[src/rtl/icache_downstream_responder.sv]
// Memory-side responder for the icache downstream request/data channel.
// Line-fill requests are queued in order. Each request's line is returned
// a fixed LAT cycles after acceptance at the earliest, and never ahead of an
// older request. The line data is a deterministic function of the line address.
module icache_downstream_responder #(
    parameter int ADDR_W = 32,
    parameter int DATA_W = 256,
    parameter int ID_W   = 4,
    parameter int DEPTH  = 8,
    parameter int LAT    = 4
) (
    input  logic                    clk,
    input  logic                    rst_n,
    input  logic                    downstream_txreq_vld,
    output logic                    downstream_txreq_rdy,
    input  logic [ADDR_W-1:0]       downstream_txreq_addr,
    input  logic [ID_W-1:0]         downstream_txreq_entry_id,
    output logic                    downstream_rxdat_vld,
    input  logic                    downstream_rxdat_rdy,
    output logic [DATA_W-1:0]       downstream_rxdat_data,
    output logic [ID_W-1:0]         downstream_rxdat_entry_id,
    output logic [$clog2(DEPTH):0]  outstanding
);

    localparam int IDX_W = $clog2(DEPTH);
    localparam int PTR_W = IDX_W + 1;
    localparam int OFF_W = $clog2(DATA_W / 8);
    localparam int CNT_W = (LAT > 1) ? $clog2(LAT) : 1;
    localparam int EXT_W = (ADDR_W > 32) ? ADDR_W : 32;
    localparam int WORDS = DATA_W / 32;

    // Byte-offset bits within a line; cleared to form the line address.
    localparam logic [ADDR_W-1:0] OFF_MASK = ADDR_W'((64'd1 << OFF_W) - 64'd1);

    // Pointers carry an extra wrap bit so full and empty are distinguishable.
    logic [PTR_W-1:0]  wptr_q, wptr_d;
    logic [PTR_W-1:0]  rptr_q, rptr_d;
    logic [IDX_W-1:0]  widx, ridx;

    logic [ADDR_W-1:0] addr_q [DEPTH];
    logic [ID_W-1:0]   id_q   [DEPTH];
    logic [CNT_W-1:0]  cnt_q  [DEPTH];
    logic [CNT_W-1:0]  cnt_d  [DEPTH];

    logic              full, empty, push, pop;
    logic [ADDR_W-1:0] line_addr;
    logic [EXT_W-1:0]  head_ext;

    assign widx  = wptr_q[IDX_W-1:0];
    assign ridx  = rptr_q[IDX_W-1:0];
    assign full  = (wptr_q[PTR_W-1] != rptr_q[PTR_W-1]) && (widx == ridx);
    assign empty = (wptr_q == rptr_q);

    // Ready depends only on registered pointers, so there is no path from rxdat_rdy.
    assign downstream_txreq_rdy = !full;
    assign push                 = downstream_txreq_vld && !full;

    // The head becomes visible once its countdown has expired. Younger entries wait behind it.
    assign downstream_rxdat_vld      = !empty && (cnt_q[ridx] == '0);
    assign downstream_rxdat_entry_id = id_q[ridx];
    assign pop                       = downstream_rxdat_vld && downstream_rxdat_rdy;

    assign outstanding = wptr_q - rptr_q;
    assign line_addr   = downstream_txreq_addr & ~OFF_MASK;

    // Next pointer values: advance on each accepted push / pop.
    always_comb begin
        // NOTE: every combinational output gets a default first, so no path can infer a latch.
        wptr_d = wptr_q;
        rptr_d = rptr_q;
        if (push) wptr_d = wptr_q + PTR_W'(1);
        if (pop)  rptr_d = rptr_q + PTR_W'(1);
    end

    // Per-slot countdown: load LAT-1 on push, otherwise decrement and saturate at zero.
    always_comb begin
        for (int i = 0; i < DEPTH; i++) begin
            cnt_d[i] = cnt_q[i];
            if (push && (widx == IDX_W'(i))) begin
                cnt_d[i] = CNT_W'(LAT - 1);
            end else if (cnt_q[i] != '0) begin
                cnt_d[i] = cnt_q[i] - CNT_W'(1);
            end
        end
    end

    // Control state: pointers and countdowns, cleared by reset (active high).
    always_ff @(posedge clk) begin
        // NOTE: sequential state uses non-blocking assignments so every register samples pre-edge values.
        if (rst_n) begin
            wptr_q <= '0;
            rptr_q <= '0;
            for (int i = 0; i < DEPTH; i++) cnt_q[i] <= '0;
        end else begin
            wptr_q <= wptr_d;
            rptr_q <= rptr_d;
            for (int i = 0; i < DEPTH; i++) cnt_q[i] <= cnt_d[i];
        end
    end

    // Payload storage: written on push, read only while the slot is occupied.
    always_ff @(posedge clk) begin
        // NOTE: payload memory is deliberately not reset; a slot is always written before it can be read.
        if (push) begin
            addr_q[widx] <= line_addr;
            id_q[widx]   <= downstream_txreq_entry_id;
        end
    end

    // Line data: 32-bit word i is the (32-bit) line address plus 4*i.
    always_comb begin
        head_ext = EXT_W'(addr_q[ridx]);
        for (int i = 0; i < WORDS; i++) begin
            downstream_rxdat_data[32*i +: 32] = head_ext[31:0] + 32'(4 * i);
        end
    end

endmodule

[config.mk]
export PLATFORM = sky130hd
export DESIGN_NAME = icache_downstream_responder
export DESIGN_NICKNAME = d
export VERILOG_FILES = /design/src/rtl/icache_downstream_responder.sv
export SDC_FILE = /design/constraint.sdc
export NUM_CORES = 1
export LEC_CHECK = 0
export ABC_AREA = 0
export ABC_CLOCK_PERIOD_IN_PS = 5600
export BUFFER_PORTS_ARGS = -buffer_cell sky130_fd_sc_hd__buf_2
export CORE_MARGIN = 3
export CORE_UTILIZATION = 40
export CTS_CLUSTER_SIZE = 12
export DETAILED_ROUTE_END_ITERATION = 10
export GPL_TIMING_DRIVEN = 0
export PLACE_DENSITY = 0.64
export SYNTH_ARGS = -nofsm -noshare
export SYNTH_HDL_FRONTEND = slang
export SYNTH_SLANG_ARGS = --single-unit
[constraint.sdc]
create_clock -name clk -period 5.6 [get_ports clk]
set_input_delay 0.28 -clock clk [delete_from_list [all_inputs] [get_ports clk]]
set_output_delay 0.28 -clock clk [all_outputs]
set_load 0.1 [all_outputs]
---- Word level (Yosys, flattened, before mapping) ----
Memory sizes are Yosys's and may differ from the RTL's. A register that Yosys moved wholly into a read port is not among the register bits.
Cells that the tools add are included.
operators by class
  add/sub/neg operators ................... 18
  equality and inequality tests ........... 10
  muxes and demuxes ....................... 35
  bitwise gates (word level) .............. 8
  reductions and logical operators ........ 24
operator list
  cell                   count
  $add 32x5->32 const B  4
  $add 32x4->32 const B  2
  $mux 2                 24
  $add 32x3->32 const B  1
  $mux 3                 6
  $reduce_bool 2->1      8
  $sub 2x1->2 const B    8
  $eq 3x3->1 const B     4
  $logic_and 1x1->1      12
  $add 4x1->4 const B    2
  $or 1x1->1             8
  $eq 3x2->1 const B     2
  $mux 1                 5
  $eq 4x4->1             1
  $sub 4x4->4            1
  $eq 3x1->1 const B     1
  $eq 3x3->1             1
  $logic_not 3->1        1
  $logic_not 1->1        2
  $logic_not 2->1        1
  $ne 1x1->1             1
word-level totals
  flip-flop bits (word level) ............. 8
  RAM bits ................................ 264
  bits of input ports ..................... 40
  output and inout bits ................... 266
  logic and storage cells ................. 100
  memories kept ........................... 3
memories
  name    words  width  rd ports  clocked after Yosys merged registers in  wr ports  line  RTL
  addr_q  8      27     1         1                                        1         40    logic [ADDR_W-1:0] addr_q [DEPTH];
  id_q    8      4      1         1                                        1         41    logic [ID_W-1:0] id_q [DEPTH];
  cnt_q   8      2      9         1                                        8         42    logic [CNT_W-1:0] cnt_q [DEPTH];

---- Longest topological paths before layout ----
Gate-level depths: netlist (run 1).
  depth in word-level cells ............... 7
  depth in mapped cells ................... 8
  gate-level depth less buffers ........... 7

---- Least setup slack after synthesis (run 1) ----
OpenSTA, ideal clock, no wires.
  kind .................................... reg2reg
  start ................................... reg wptr_q[0]
  end ..................................... mem addr_q[0][0] (netlist name) (enable)
  setup time .............................. 0.458 ns
  data arrival time ....................... 3.690 ns
  required time ........................... 5.142 ns
  slack ................................... 1.452 ns
  stages on the path, launching flop included .. 8
  path buffers ............................ 1
  period minus slack after synthesis ...... 4.148 ns
  path through ............................ dfxtp_1 -> inv_1 -> ha_1 -> and3_4 -> buf_6 -> a21boi_4 -> nand2_1 -> nor3_1
between the ends
  word-level cells in the longest chain between the ends .. 6
RTL lines
  what                          line  RTL
  from (decl)                   36    logic [PTR_W-1:0] wptr_q, wptr_d;
  from (signal assigned)        95    wptr_q <= wptr_d;
  $eq 3x3->1                    51    assign full = (wptr_q[PTR_W-1] != rptr_q[PTR_W-1]) && (widx == ridx);
  $logic_and 1x1->1             51
  $logic_not 1->1               56    assign push = downstream_txreq_vld && !full;
  $logic_and 1x1->1             56
  $mux 1                        104   if (push) begin
  $mux 1 (implied by the code)  105   addr_q[widx] <= line_addr;
  to (decl)                     40
Several ways; a longest one is shown, not always the timed one.

---- Final worst setup path (run 1) ----
  start ................................... reg wptr_q[0]
  end ..................................... mem addr_q[4][8] (netlist name) (enable)
The elaborated chain is that of the path after synthesis.

==> results of run 1 <==
==> metal layers <==
metal / GRT usage, % / up-vias
met5: 0 / -
met4: 2.35 / 4
met3: 2.53 / 30
met2: 25.0 / 268
met1: 20.3 / 3285
li1: - / 3254
==> stage by stage <==
step                setup slack (ns)  cells  hold slack (ns)
floorplan                       1.45    810            0.379
global placement               -1.57   1465            0.512
detailed placement              2.29   1479            0.527
CTS                             2.25   1525          0.00377
global route                    2.10   1525           0.0189
finish                          2.31   1525           0.0286
==> cells in the final DEF (no fill, tap or decap), types with 2 or more instances in the layout <==
| master | count |
|---|---|
| clkinv_1 | 2 |
| nor2_1 | 16 |
| clkbuf_16 | 29 |
| edfxtp_1 | 248 |
| mux2i_1 | 2 |
| a21oi_2 | 2 |
| nor3_2 | 2 |
| buf_12 | 6 |
| clkbuf_1 | 21 |
| buf_4 | 230 |
| or3_1 | 3 |
| buf_6 | 9 |
| xnor2_1 | 4 |
| clkbuf_8 | 3 |
| mux2_2 | 39 |
| nand3_1 | 2 |
| conb_1 | 40 |
| dfxtp_1 | 27 |
| buf_1 | 3 |
| nand2_1 | 16 |
| nor2_4 | 6 |
| mux4_2 | 64 |
| a21oi_1 | 23 |
| ha_1 | 18 |
| xor2_1 | 10 |
| inv_1 | 25 |
| buf_2 | 266 |
| o21ai_0 | 3 |
==> layout make-up <==
type / count / area [um2]
sequential: 275 / 7990
inverter: 25 / 93.8
buffer: 251 / 1830
tap: 396 / 495
clock inverter: 3 / 16.3
clock buffer: 43 / 808
multi-input combinational: 259 / 2890
timing repair buffer: 273 / 1500
fill: 2614 / 15200
==> final timing paths <==
path,start,to,slack [ns],cells after the start
max reg2reg,wptr_q[0],addr_q[4][8],2.31,9
max,wptr_q[0],addr_q[4][8],2.31,9
min reg2reg,wptr_q[3],wptr_q[3],0.54,2
min,downstream_txreq_addr[31],addr_q[5][26],0.03,1
==> flip-flops by register name, summed over array words and instances, names as in the netlist, named ones only <==
| name | cells |
|---|---|
| cnt_q | 16 |
| id_q | 32 |
| rptr_q | 4 |
| wptr_q | 4 |
| addr_q | 216 |
==> cell families after synthesis <==
group                    after synthesis  share of synthesized area (%)
buffers and inverters                276                           15.2
AND/OR/NAND/NOR                       48                           1.67
adder cells (fa/ha/maj)               19                           1.95
XOR/XNOR                              14                          0.973
AO/OA/AOI/OAI                         33                           1.65
flip-flops                           275                           63.4
other                                  2                         0.0596
multiplexers                         105                           15.1
==> results, run 1 <==
- For the pin with the worst max-slew slack, the measured transition is 0.887 ns.
- The number of unique standard cell types used by synthesis is 32.
- The via count normalized by instance count is 4.49.
- Once detail routing completed, the nets flagged for antenna violations numbered 0.
- The most frequently used cell type in the post-synthesis netlist is edfxtp_1.
- The utilization after layout is 50.7%.
- The synthesis warning total is 0.
- The netlist area before placement is 12600 um2.
- The cell count after synthesis is 772.
- The area of placed instances is 14800 um2.
- Detailed placement ended at an HPWL of 17500 um.
- The setup path with the least slack is of type flip-flop to flip-flop.
- By count the netlist is led by edfxtp_1, buf_4, mux4_2.
- The longest clock path from root to sink contains 3 buffers.
- The clock transition time at the flip-flop clock pins of the worst setup and hold paths is 0.06 ns.
- The clock skew after layout is 0.0102 ns.
- The quantity of gates resized following cts is 0.
- The final number of hold-violating endpoints is 0.
- The largest single stage delay on the critical path is 0.70 ns.
- The number of buffer and inverter instances along the worst setup path is 4.
- The post-route standard cell area excluding fillers is 15600 um2.
- The setup-violating endpoint count in the final report is 0.
- The category of the worst setup path launch point is a flip-flop.
- Hold repair after CTS inserted 0 buffers.
- The initial antenna violation count came to 2.
- The clock insertion delay at the later pin of the skew report is 0.52 ns.
- The net count of the finished layout is 1172.
- The fraction of layout instances using a drive strength above 1 is 58.5%.
- In this run the standard cell core region covers 30800 um2.
- The routed design could run at a clock period as short as 3.29 ns.
- The slowest stage of the critical path is the nor3_2 cell.
- In the synthesized netlist the dominant register cell turns out to be edfxtp_1.
- Clock tree synthesis found a total of 275 sinks.
- The congestion estimate from routability-driven global placement came to 0.733.
- The floorplan has 64 rows.
- The number of register bits inferred by synthesis is 275.
- After synthesis, the largest area contributor takes up 59.1% of total cell area.
- For the worst setup path, the data arrival time is 3.51 ns.
- The initial cell density of the core is 40.9%.
- The average instance area after synthesis is 16.3 um2.
- Sequential cells were found to cover 63.4% of the synthesized design area.
- The average detailed-routed wire length per instance is 16.9 um.
- The clock root buffer is clkbuf_16.
- TritonCTS built the clock tree.
- The number of antenna diodes in the final layout is 0.
- The floorplan step defined a die boundary enclosing 33700 um2.
- The total wire length after detailed routing is 25700 um.
- The sum of met2 wire segment lengths after detailed routing is 12400 um.
- In this design, the critical path's most frequently occurring cell is buf_6.
- The first TritonRoute pass finished after 4 iterations.
- The flow ran to the end, and the final reports show no timing, DRC or antenna violations.
- The tool flagged a number of max-cap violations equal to 0.
- The signal on the critical path passes through inv_1, ha_1, and3_4, buf_6, a21boi_4, nand2_4, nor3_2, buf_6, buf_6.
- The number of synthesized flops with an enable pin is 248.
- In the global route stage, overall resource usage came out at 14.6%.
- For this block, the initial DRC count from the detailed router was 400.
- The cell family with the largest share of critical-path delay is simple AND/OR/NAND/NOR gates.
- Measured against its own limit, the worst slew margin works out to 40.6%.
- In the routed design, unresolved DRC markers number 0.
- Setup repair after global routing left no endpoint under its margin.
- The global-route wire length before repair is 37900 um.
- The via count of the first global-routing pass came to 6533.
- The capturing element type of the critical path is a flip-flop.
- The floorplan die width is 183 um.
- Along the worst path, the maximum fanout reaches 10.
- In this run, CTS created clock tree buffers numbering 28.
- The via count is 6841.
- The highest clock rate is 0.304 GHz.
- The final total negative setup slack is 0 ns.
- The total global routing overflow is 0.
- After synthesis, the cell types taking the most area are edfxtp_1, buf_4, mux4_2.
- The share of synthesized flip-flops with an asynchronous set or reset is 0%.
- The number of buffers inserted by post-CTS setup repair is 0.
- Entering global routing, the biggest net connects 22 pins.
- The final critical path takes up 58.7% of the cycle.
- The I/O pin count is 306.
- The biggest area contributor in the post-synthesis netlist is edfxtp_1.
- The floorplan step set the die height to 183 um.
- The max-slew violation total from the final report is 0.
- From synthesis to final layout, the design area changed by 24.0%.
- The class of the tightest hold or removal check is input pin to flip-flop.
- The required time reported for the critical path endpoint is 5.82 ns.
- The CTS H-tree depth is 1.
- The number of input and output port buffers inserted is 259.
- The uppermost signal routing layer after detailed routing is met5.
- The met3 wirelength from detailed routing is 2050 um.
- In the final routing, the length of wire on met1 measures 10900 um.
Power of run 1 is left out: the tool's default activity adds up to more than one toggle a clock period on the data nets, which glitch-free logic cannot reach.
==> run 2, diff against run 1 <==
--- a/config.mk
+++ b/config.mk
@@ -6,7 +6,7 @@
 export NUM_CORES = 1
 export LEC_CHECK = 0
 export ABC_AREA = 0
-export ABC_CLOCK_PERIOD_IN_PS = 5600
+export ABC_CLOCK_PERIOD_IN_PS = 3200
 export BUFFER_PORTS_ARGS = -buffer_cell sky130_fd_sc_hd__buf_2
 export CORE_MARGIN = 3
 export CORE_UTILIZATION = 40
==> constraint.sdc (replaced) <==
create_clock -name clk -period 3.2 [get_ports clk]
set_input_delay 0.16 -clock clk [delete_from_list [all_inputs] [get_ports clk]]
set_output_delay 0.16 -clock clk [all_outputs]
set_load 0.1 [all_outputs]
==> run 2 against run 1 <==
Against the previous run: flip-flop and latch count unchanged; critical path depth is 1 lower; sequential share of layout area decreased by 1.5 points; clock-buffer cell count increased by 1; maximum frequency grew 8.3%; global-route usage grew 0.30 points; register-to-register slack worse by 2.1 ns; cell count is 2.4% higher; hold slack improved by 0.033 ns.
==> results, run 2 (same netlist as run 1, synthesis figures left out) <==
- The category of the worst setup path launch point is a flip-flop (unchanged).
- The required time reported for the critical path endpoint is 3.44 ns (was 5.82 ns).
- The capture endpoint of the worst hold path was cnt_q[1][1] (was addr_q[5][26]).
- The final number of hold-violating endpoints is 0 (unchanged).
- The count of nets left with antenna violations after detail routing came to 0 (unchanged).
- The max-slew violation total from the final report came to 0 (unchanged).
- The via count normalized by instance count is 4.50 (was 4.49).
- The critical path class is flip-flop to flip-flop (unchanged).
- The core region area is 30800 um2 (unchanged).
- The highest clock rate came to 0.330 GHz (was 0.304 GHz).
- The total wire length after detailed routing is 26300 um (was 25700 um).
- The maximum cell stage delay along the critical path is 0.59 ns (was 0.70 ns).
- Result of the run: finished, final reports clean (unchanged).
- The class of the tightest hold or removal check is input pin to flip-flop (unchanged).
- The post-layout worst setup margin is 0.167 ns (was 2.31 ns).
- The number of detailed-route iterations in the first pass is 5 (was 4).
- The slack of the worst reg-to-reg path is 0.17 ns (was 2.31 ns).
- The register with the most flip-flops is addr_q (unchanged).
- The via count is 7026 (was 6841).
- The CTS H-tree depth came to 1 (unchanged).
- The total global routing overflow is 0 (unchanged).
- The worst slew slack as a fraction of its limit came to 47.3% (was 40.6%).
- The floorplan die height was 183 um (unchanged).
- The final routed DRC violation total is 0 (unchanged).
- The pin count of the biggest net entering global routing came to 23 (was 22).
- The via count of the first global-routing pass is 6659 (was 6533).
- The area of the die is 33700 um2 (unchanged).
- The endpoint arrival time on the critical path is 3.27 ns (was 3.51 ns).
- The launch point of the worst path was wptr_q[0] (unchanged).
- The cell depth of the worst min-delay path was 2 (was 1).
- The net total in the final layout is 1205 (was 1172).
- The global-route wire length before repair is 38900 um (was 37900 um).
- The critical hold path startpoint is rst_n (was downstream_txreq_addr[31]).
- The path depth of the worst reg2reg path is 8 (was 9).
- The start of the worst register-to-register path is wptr_q[0] (unchanged).
- The post-layout minimum cycle time is 3.03 ns (was 3.29 ns).
- The clock buffer count from CTS was 28 (unchanged).
- The worst-margin pin slew was 0.791 ns (was 0.887 ns).
- The capturing element type of the critical path is a flip-flop (unchanged).
- The critical path's slowest cell was nor2_4 (was nor3_2).
- The number of input and output port buffers inserted is 259 (unchanged).
- The post-route clock period utilization was 94.8% (was 58.7%).
- Critical-path cell list: inv_1, ha_1, and3_4, buf_6, a21boi_4, nand2_4, nor2_4, buf_16 (was inv_1, ha_1, and3_4, buf_6, a21boi_4, nand2_4, nor3_2, buf_6, buf_6).
- The layout-stage area growth over the synthesis result is 27.6% (was 24.0%).
- The clock transition time at the flip-flop clock pins of the worst setup and hold paths came to 0.06 ns (about the same).
- The multi-input logic area is 2900 um2 (was 2890 um2).
- The initial cell density of the core is 40.9% (unchanged).
- The setup-violating endpoint count in the final report is 0 (unchanged).
- The global-route usage over all layers was 15.0% (was 14.6%).
- The count of max-cap constraint violations is 0 (unchanged).
- The worst flop-to-flop path endpoint is addr_q[6][14] (was addr_q[4][8]).
- The routability congestion estimate is 0.723 (was 0.733).
- The fraction of layout instances using a drive strength above 1 is 57.5% (was 58.5%).
- The worst slack at placement is -0.110 ns (was 2.29 ns).
- The detailed placer's ending HPWL was 17600 um (was 17500 um).
- The maximum buffer depth of the clock tree is 3 (unchanged).
- The initial antenna violation count is 2 (unchanged).
- The number of placement rows came to 64 (unchanged).
- The worst hold slack across all endpoints is 0.0612 ns (was 0.0286 ns).
- The commonest non-fill, non-tap cell in the layout is buf_2 (unchanged).
- The clock skew after layout is 0.0113 ns (was 0.0102 ns).
- The number of flip-flops under the largest register name is 216 (unchanged).
- The I/O pin count is 306 (unchanged).
- The TritonCTS clock tree is yes (unchanged).
- The initial DRC count is 375 (was 400).
- The clock root buffer was clkbuf_16 (unchanged).
- The utilization after layout came to 52.2% (was 50.7%).
- The number of fillers in the final layout is 2580 (was 2614).
- The floorplan die width came to 183 um (unchanged).
- The number of clock sinks seen by CTS is 275 (unchanged).
- The critical-path maximum fanout is 16 (was 10).
- Commonest cells after routing, fill and taps aside: buf_2, edfxtp_1, buf_4 (unchanged).
- The average detailed-routed wire length per instance was 16.9 um (about the same).
- The storage element area was 7990 um2 (unchanged).
- Unrepaired setup endpoints after global routing: no (unchanged).
- The clock insertion delay at the later pin of the skew report is 0.53 ns (was 0.52 ns).
- Largest registers: addr_q (216), id_q (32), cnt_q (16) (unchanged).
==> run 2: changes by cell type in the layout (fill, tap and decap cells not counted), moves of 5 or more <==
cell / before / now
buf_16: 0 / 5
buf_6: 9 / 2
clkbuf_2: 0 / 5
dlygate4sd3_1: 0 / 31
==> run 2: timing repair <==
action / CTS / global route
buffers inserted: 4 / 2
pin swaps: 2 / 2
gates cloned: 0 / 0
hold buffers: 31 / 0
endpoints found under the setup margin: 50 / 140
resized for setup: 1 / 7
hold endpoints to repair: 248 / 0
==> run 2: worst max path at each step <==
stage	to	slack [ns]	cells past startpoint
3_3_place_gp	addr_q[2][8]	-1.99	7
4_1_cts	addr_q[1][11]	0.01	8
3_5_place_dp	addr_q[0][13]	-0.11	8
5_1_grt	addr_q[6][13]	0.02	8
2_1_floorplan	addr_q[3][0]	-0.16	7
6_report	addr_q[6][14]	0.17	8
==> run 2: layout make-up <==
| type | count | share of cell area (%) |
|---|---|---|
| plain buffers | 251 | 11.4 |
| well taps | 396 | 3.08 |
| diodes | 1 | 0.0156 |
| clock inverters | 4 | 0.342 |
| flip-flops and latches | 275 | 49.7 |
| inverters | 25 | 0.583 |
| clock buffers | 44 | 4.92 |
| multi-input cells | 259 | 18.1 |
| repair buffers | 306 | 11.9 |
==> run 2: metrics by stage <==
step	setup TNS (ns)	cells	area (um2)
2_1_floorplan	-18.77	810	12800
3_3_place_gp	-384.46	1465	14600
3_5_place_dp	-2.90	1475	14800
4_1_cts	0	1558	16000
5_1_grt	0	1561	16100
6_report	0	1561	16100
==> run 2: critical path, delay by kind of cell, from the launching register on <==
kind            cells  cell delay, ns
fa+ha+maj           1            0.37
compound gates      1            0.30
flops               1            0.58
buf+inv             3            0.56
simple gates        3            0.91
==> run 2: per-layer routing <==
metal  vias up  track usage (%)  routed length (um)
li1       3333                -                   -
met1      3407             20.7               11300
met2       255             25.4               13000
met3        29             2.61                1780
met4         2             2.53                 261
met5         -                0                  13
Power of run 2 is left out for the same reason.
